===== src/rtl/adc_spi_rx_pkg.sv =====
// Shared types and defaults for the ADC SPI receive front-end.
// Holds the FSM state encoding, mid-scale constant and default frame geometry.
package adc_spi_pkg;

    typedef enum logic [1:0] {
        IDLE  = 2'd0,
        CONV  = 2'd1,
        QUIET = 2'd2
    } state_e;

    localparam int MIDSCALE        = 2048;
    localparam int FRAME_BITS_DEF  = 16;
    localparam int DATA_BITS_DEF   = 12;
    localparam int QUIET_EDGES_DEF = 2;

endpackage


===== src/rtl/adc_spi_rx_if.sv =====
// Sample bus between the ADC receiver and the level meter.
// start: conversion request; busy/sample/sample_valid: receiver status and result.
interface adc_spi_rx_if #(
    parameter int DW = adc_spi_pkg::DATA_BITS_DEF
) ();

    logic          start;
    logic          busy;
    logic [DW-1:0] sample;
    logic          sample_valid;

    modport master (
        output start,
        input  busy,
        input  sample,
        input  sample_valid
    );

    modport slave (
        input  start,
        output busy,
        output sample,
        output sample_valid
    );

endinterface


===== src/rtl/adc_spi_rx_edge_det.sv =====
// Registers a slow clock-like input in the clk_in domain and flags its edges.
// Ports: clk_in, reset (async, high), d_i in; rise_o/fall_o single-cycle flags.
module edge_det (
    input  logic clk_in,
    input  logic reset,
    input  logic d_i,
    output logic rise_o,
    output logic fall_o
);

    logic d_q;

    always_ff @(posedge clk_in or posedge reset) begin
        if (reset) begin
            d_q <= 1'b0;
        end else begin
            d_q <= d_i;
        end
    end

    assign rise_o = d_i & ~d_q;
    assign fall_o = ~d_i & d_q;

endmodule


===== src/rtl/adc_spi_rx.sv =====
// SPI receive front-end for a 12-bit ADCS7476-style converter.
// Ports: clk_in, reset (async, high), sclk_in, miso in; cs_n out; bus = sample bus slave.
// Build option ADC_SPI_RX_ABS_EN: sample is |raw - MIDSCALE| saturated to MIDSCALE-1.
module adc_spi_rx
    import adc_spi_pkg::*;
#(
    parameter int FRAME_BITS  = FRAME_BITS_DEF,
    parameter int DATA_BITS   = DATA_BITS_DEF,
    parameter int QUIET_EDGES = QUIET_EDGES_DEF,
    parameter int CNT_W       = 5
) (
    input  logic         clk_in,
    input  logic         reset,
    input  logic         sclk_in,
    input  logic         miso,
    output logic         cs_n,
    adc_spi_rx_if.slave  bus
);

    logic rise;
    logic fall;

    edge_det u_sclk_edge (
        .clk_in (clk_in),
        .reset  (reset),
        .d_i    (sclk_in),
        .rise_o (rise),
        .fall_o (fall)
    );

    state_e                 state_q;
    logic [CNT_W-1:0]       cnt_q;
    // Only the bits that can reach the sample are kept; the
    // leading zeros of the frame simply fall off the top.
    logic [DATA_BITS-2:0]   shift_q;
    logic                   pend_q;
    logic                   cs_n_q;
    logic                   valid_q;
    logic [DATA_BITS-1:0]   sample_q;

    logic [DATA_BITS-1:0]   raw_d;
    logic [DATA_BITS-1:0]   sample_d;

    assign raw_d = {shift_q, miso};

`ifdef ADC_SPI_RX_ABS_EN
    logic signed [DATA_BITS:0] diff_d;
    logic        [DATA_BITS:0] mag_d;

    always_comb begin
        diff_d   = $signed({1'b0, raw_d})
                 - $signed((DATA_BITS+1)'(MIDSCALE));
        mag_d    = diff_d[DATA_BITS] ? $unsigned(-diff_d)
                                     : $unsigned(diff_d);
        sample_d = mag_d[DATA_BITS-1:0];
        // Full-scale negative (code 0) is one past the positive range.
        if (mag_d > (DATA_BITS+1)'(MIDSCALE - 1)) begin
            sample_d = DATA_BITS'(MIDSCALE - 1);
        end
    end
`else
    assign sample_d = raw_d;
`endif

    always_ff @(posedge clk_in or posedge reset) begin
        if (reset) begin
            state_q  <= IDLE;
            cnt_q    <= '0;
            shift_q  <= '0;
            pend_q   <= 1'b0;
            cs_n_q   <= 1'b1;
            valid_q  <= 1'b0;
            sample_q <= '0;
        end else begin
            valid_q <= 1'b0;
            if (bus.start) begin
                pend_q <= 1'b1;
            end
            unique case (state_q)
                IDLE: begin
                    // Launch on a falling SCLK so the ADC sees a
                    // full low phase before the first rising edge.
                    if (pend_q && fall) begin
                        cs_n_q  <= 1'b0;
                        cnt_q   <= '0;
                        pend_q  <= bus.start;
                        state_q <= CONV;
                    end
                end
                CONV: begin
                    if (rise) begin
                        if (cnt_q == CNT_W'(FRAME_BITS - 1)) begin
                            cs_n_q   <= 1'b1;
                            sample_q <= sample_d;
                            valid_q  <= 1'b1;
                            cnt_q    <= '0;
                            state_q  <= QUIET;
                        end else begin
                            shift_q <= raw_d[DATA_BITS-2:0];
                            cnt_q   <= cnt_q + CNT_W'(1);
                        end
                    end
                end
                QUIET: begin
                    if (rise) begin
                        if (cnt_q == CNT_W'(QUIET_EDGES - 1)) begin
                            cnt_q   <= '0;
                            state_q <= IDLE;
                        end else begin
                            cnt_q <= cnt_q + CNT_W'(1);
                        end
                    end
                end
                default: begin
                    state_q <= IDLE;
                end
            endcase
        end
    end

    assign cs_n             = cs_n_q;
    assign bus.busy         = (state_q != IDLE) | pend_q;
    assign bus.sample       = sample_q;
    assign bus.sample_valid = valid_q;

endmodule


===== src/flat_wrapper.sv =====
// flat-port wrapper written by rule: the top's interface ports become plain ports
module adc_spi_rx_flat import adc_spi_pkg::*;
#(
    parameter int FRAME_BITS  = FRAME_BITS_DEF,
    parameter int DATA_BITS   = DATA_BITS_DEF,
    parameter int QUIET_EDGES = QUIET_EDGES_DEF,
    parameter int CNT_W       = 5
)
  (clk_in, reset, sclk_in, miso, cs_n, bus_start, bus_busy, bus_sample, bus_sample_valid);
  adc_spi_rx_if bus_i ();
  input  logic clk_in;
  input  logic reset;
  input  logic sclk_in;
  input  logic miso;
  output logic cs_n;
  input wire logic [$bits(bus_i.start)-1:0] bus_start;
  output wire logic [$bits(bus_i.busy)-1:0] bus_busy;
  output wire logic [$bits(bus_i.sample)-1:0] bus_sample;
  output wire logic [$bits(bus_i.sample_valid)-1:0] bus_sample_valid;
  assign bus_i.start = bus_start;
  assign bus_busy = bus_i.busy;
  assign bus_sample = bus_i.sample;
  assign bus_sample_valid = bus_i.sample_valid;
  adc_spi_rx #(.FRAME_BITS(FRAME_BITS), .DATA_BITS(DATA_BITS), .QUIET_EDGES(QUIET_EDGES), .CNT_W(CNT_W)) u_core (.clk_in(clk_in), .reset(reset), .sclk_in(sclk_in), .miso(miso), .cs_n(cs_n), .bus(bus_i));
endmodule

===== config.mk =====
export PLATFORM = sky130hd
export DESIGN_NAME = adc_spi_rx_flat
export DESIGN_NICKNAME = d
export VERILOG_FILES = /design/src/rtl/adc_spi_rx_pkg.sv /design/src/rtl/adc_spi_rx_if.sv /design/src/rtl/adc_spi_rx_edge_det.sv /design/src/rtl/adc_spi_rx.sv /design/src/flat_wrapper.sv
export SDC_FILE = /design/constraint.sdc
export NUM_CORES = 1
export LEC_CHECK = 0
export ABC_AREA = 0
export ABC_CLOCK_PERIOD_IN_PS = 3200
export CELL_PAD_IN_SITES_DETAIL_PLACEMENT = 1
export CELL_PAD_IN_SITES_GLOBAL_PLACEMENT = 1
export CORE_MARGIN = 5
export CORE_UTILIZATION = 35
export CTS_CLUSTER_SIZE = 30
export DETAILED_ROUTE_END_ITERATION = 12
export GPL_TIMING_DRIVEN = 0
export MAX_ROUTING_LAYER = met4
export PLACE_DENSITY_LB_ADDON = 0.1
export SETUP_SLACK_MARGIN = 0.4
export SYNTH_ARGS = -nofsm -noshare
export SYNTH_HDL_FRONTEND = slang
export SYNTH_HIERARCHICAL = 1
export SYNTH_SLANG_ARGS = --single-unit

===== constraint.sdc =====
create_clock -name clk_in -period 3.2 [get_ports clk_in]
set_input_delay 0.64 -clock clk_in [delete_from_list [all_inputs] [get_ports clk_in]]
set_output_delay 0.64 -clock clk_in [all_outputs]
set_load 0.03 [all_outputs]

==> impl_metrics.py <==
metrics = {
    "layout": {
        "layout_commonest_cell": "dfrtp_1",
        "nets": 154,
        "fin_util_pct": 44.7,
        "num_antenna_cells": 0,
        "design_area_mm2": 0.00195,
        "regArea_um2": 852,
        "final_cell_mix": "dfrtp_1 (33), clkdlybuf4s50_1 (19), mux2_2 (16)",
        "layout-drive-gt1-share_pct": 28.7,
        "multi_input_area_um2": 657,
        "fillers": 444,
        "syn_to_final_growth_pct": 23.5,
        "stdcell_count": 195,
    },
    "global_route": {
        "grt_pass1_wl_um": 5040,
        "antenna_found_initial": 0,
        "grt_overflow_total": 0,
        "grt_pass1_vias": 1053,
        "grt_util_all_layers_pct": 10.9,
        "grt_start_max_net_pins": 34,
    },
    "clock_network": {
        "cts_max_path_buffers": 2,
        "cts_inserted_buffers": 5,
        "htree_num_levels": 2,
        "cts_sinks": 34,
        "clockRootBuffer": "clkbuf_8",
        "clk_latency_ns": 0.28,
        "clkSlewWorstSetupHoldPaths_ns": 0.07,
        "ctsHoldBuffers": 0,
        "ctsResizeCount": 0,
        "post_cts_buffers": 0,
        "cts_tree": "done",
    },
    "critical_path": {
        "crit_type": "reg2out",
        "arrival_ns": 1.81,
        "crit_required_ns": 2.56,
        "cp-start-kind": "flop",
        "slowest_stage": "clkdlybuf4s50_1",
        "slowest_delay_ns": 0.67,
        "crit_path_max_fanout": 6,
        "rr_startpoint": "u_core/cnt_q[0]$_DFFE_PP0P_",
        "end_kind": "primary output",
        "cp_cell_sequence": "inv_1 -> ha_1 -> nand2b_1 -> clkdlybuf4s50_1",
        "crit_start": "u_core/state_q[0]$_DFFE_PP0P_",
    },
    "floorplan": {
        "coreArea_mm2": 0.00435,
        "io_pins": 20,
        "die_w_um": 77.1,
        "fp-row-count": 24,
        "initial_core_util_pct": 36.2,
        "die-area_mm2": 0.00595,
        "dieHeight_um": 77.1,
    },
    "placed_design": {
        "placed_cell_area_mm2": 0.00183,
        "portBuffers": 19,
        "post-place-cells": 186,
        "gp_congestion": 0.773,
        "post-place-ws_ns": 0.874,
        "dp_hpwl_um": 2110,
    },
    "hold_path": {
        "min_from": "u_core/pend_q$_DFF_PP0_",
        "min_path_type": "reg2reg",
    },
    "timing": {
        "rsz0062_at_grt": "false",
        "setup_viol": 0,
        "period_needed_ns": 2.45,
        "hold_viol_final": 0,
        "tns_ns": 0,
        "fmax_mhz": 408,
        "worst_pin_slew_ns": 0.358,
        "worst_slack_ns": 0.748,
        "drv_slew": 0,
        "finalCritPeriodShare_pct": 76.6,
        "clock_skew_ns": 0.00617,
        "worst_slew_margin_rel_pct": 76.1,
        "hold_slack_ns": 0.510,
    },
    "yosys": {
        "synth_top_family_by_area": "multiplexers",
        "syn_nets": 127,
        "synth-seq-cells": 34,
        "synth_xor_area_share_pct": 0,
        "yosysSeqAreaShare_pct": 54.0,
        "syn_area_per_cell_um2": 13.7,
        "synth_area_mm2": 0.00158,
        "ys_warn_count": 6,
        "synth_cell_type_count": 32,
        "synth_fa_ha_area_share_pct": 5.55,
        "synthMuxAreaShare_pct": 20.3,
        "synth-compound-area-share_pct": 7.22,
        "synth_cells": 115,
        "synthSimpleGateAreaFrac_pct": 8.56,
    },
    "power": {
        "fin_total_pwr_mw": 1.18,
        "p_leak_nw": 0.895,
        "power_density_mw_per_mm2": 608,
        "ir_drop_uv": 368,
    },
    "detailed_routing": {
        "routedWlPerCell_um": 14.9,
        "ant_nets": 0,
        "avgViaCountPerCell": 4.92,
        "totalWireLength_um": 2910,
        "first_pass_iters": 4,
        "num_vias": 959,
        "route.detailed.drc": 0,
        "drtIter0Drc": 66,
    },
    "flow_run": {
        "drv_cap": 0,
    },
    "status": {
        "outcome": "completed",
    },
}
state kept, by name, indices dropped and copies added, names as in the netlist:
register / flops
u_core/state_q: 2
u_core/shift_q: 11
u_core/cnt_q: 5
u_core/pend_q: 1
u_core/bus.sample_valid: 1
u_core/u_sclk_edge/d_q: 1
u_core/cs_n: 1
u_core/bus.sample: 12
synth_stat cells:
master / number / area share (%)
nand3_1: 3 / 0.95
o221ai_1: 1 / 0.56
o21a_1: 1 / 0.48
a21o_1: 2 / 0.95
o22ai_1: 2 / 0.79
buf_4: 1 / 0.48
nor2_1: 3 / 0.71
nand2_1: 5 / 1.2
inv_1: 8 / 1.9
buf_12: 1 / 1.3
and3_1: 1 / 0.40
and4b_4: 1 / 0.87
o211ai_1: 1 / 0.48
nand3b_1: 1 / 0.48
and2b_2: 1 / 0.56
a21oi_1: 1 / 0.32
and2b_1: 1 / 0.48
mux2_4: 8 / 7.6
a2bb2oi_2: 1 / 0.95
a31oi_1: 2 / 0.79
buf_6: 1 / 0.71
mux2_2: 16 / 11
ha_1: 7 / 5.6
nand2b_1: 2 / 0.79
dfrtp_1: 33 / 52
nor2b_1: 2 / 0.79
mux2i_1: 2 / 1.3
dfstp_2: 1 / 1.7
nand4_1: 1 / 0.40
o21ai_0: 2 / 0.63
nor4b_2: 1 / 0.95
a32o_1: 2 / 1.3
routing by layer:
metal | routed length, um | global-route usage (%)
met5 | 0 | -
met4 | 68 | 5.67
met3 | 124 | 3.51
met2 | 1300 | 16.1
met1 | 1420 | 13.3
cells by family after synthesis:
kind of cell               after synthesis
adders and majority gates                7
buffers and inverters                   11
AOI/OAI and AO/OA                       15
and+or+nand+nor                         22
muxes                                   26
DFF                                     34
critical path, delay by kind of cell (launching register included):
family / cells / cell delay [ns]
and+or+nand+nor: 1 / 0.11
DFF: 1 / 0.37
buffers and inverters: 2 / 0.75
adders and majority gates: 1 / 0.30
power breakdown:
part,internal [mW],switching [mW]
Combinational,0.144,0.146
Sequential,0.510,0.0617
Clock,0.173,0.150
cell type report:
cell class	instances	share of cell area [%]
Clock buffer	6	4.24
Sequential cell	34	43.7
Clock inverter	2	0.642
Multi-Input combinational cell	70	33.7
Buffer	3	1.99
Inverter	8	1.54
Timing Repair Buffer	20	10.8
Tap cell	52	3.34
final timing paths:
check,end,slack (ns),cells after the start
max reg2reg,u_core/bus.sample[2]$_DFFE_PP0P_,1.40,6
min,u_core/pend_q$_DFF_PP0_,0.51,1
min reg2reg,u_core/pend_q$_DFF_PP0_,0.51,1
max in group asynchronous,u_core/cs_n$_DFFE_PP1P_,2.12,3
max,bus_busy,0.75,4
min in group asynchronous,u_core/u_sclk_edge/d_q$_DFF_PP0_,0.53,2
Note: power is estimated with default switching activity, not from simulation.
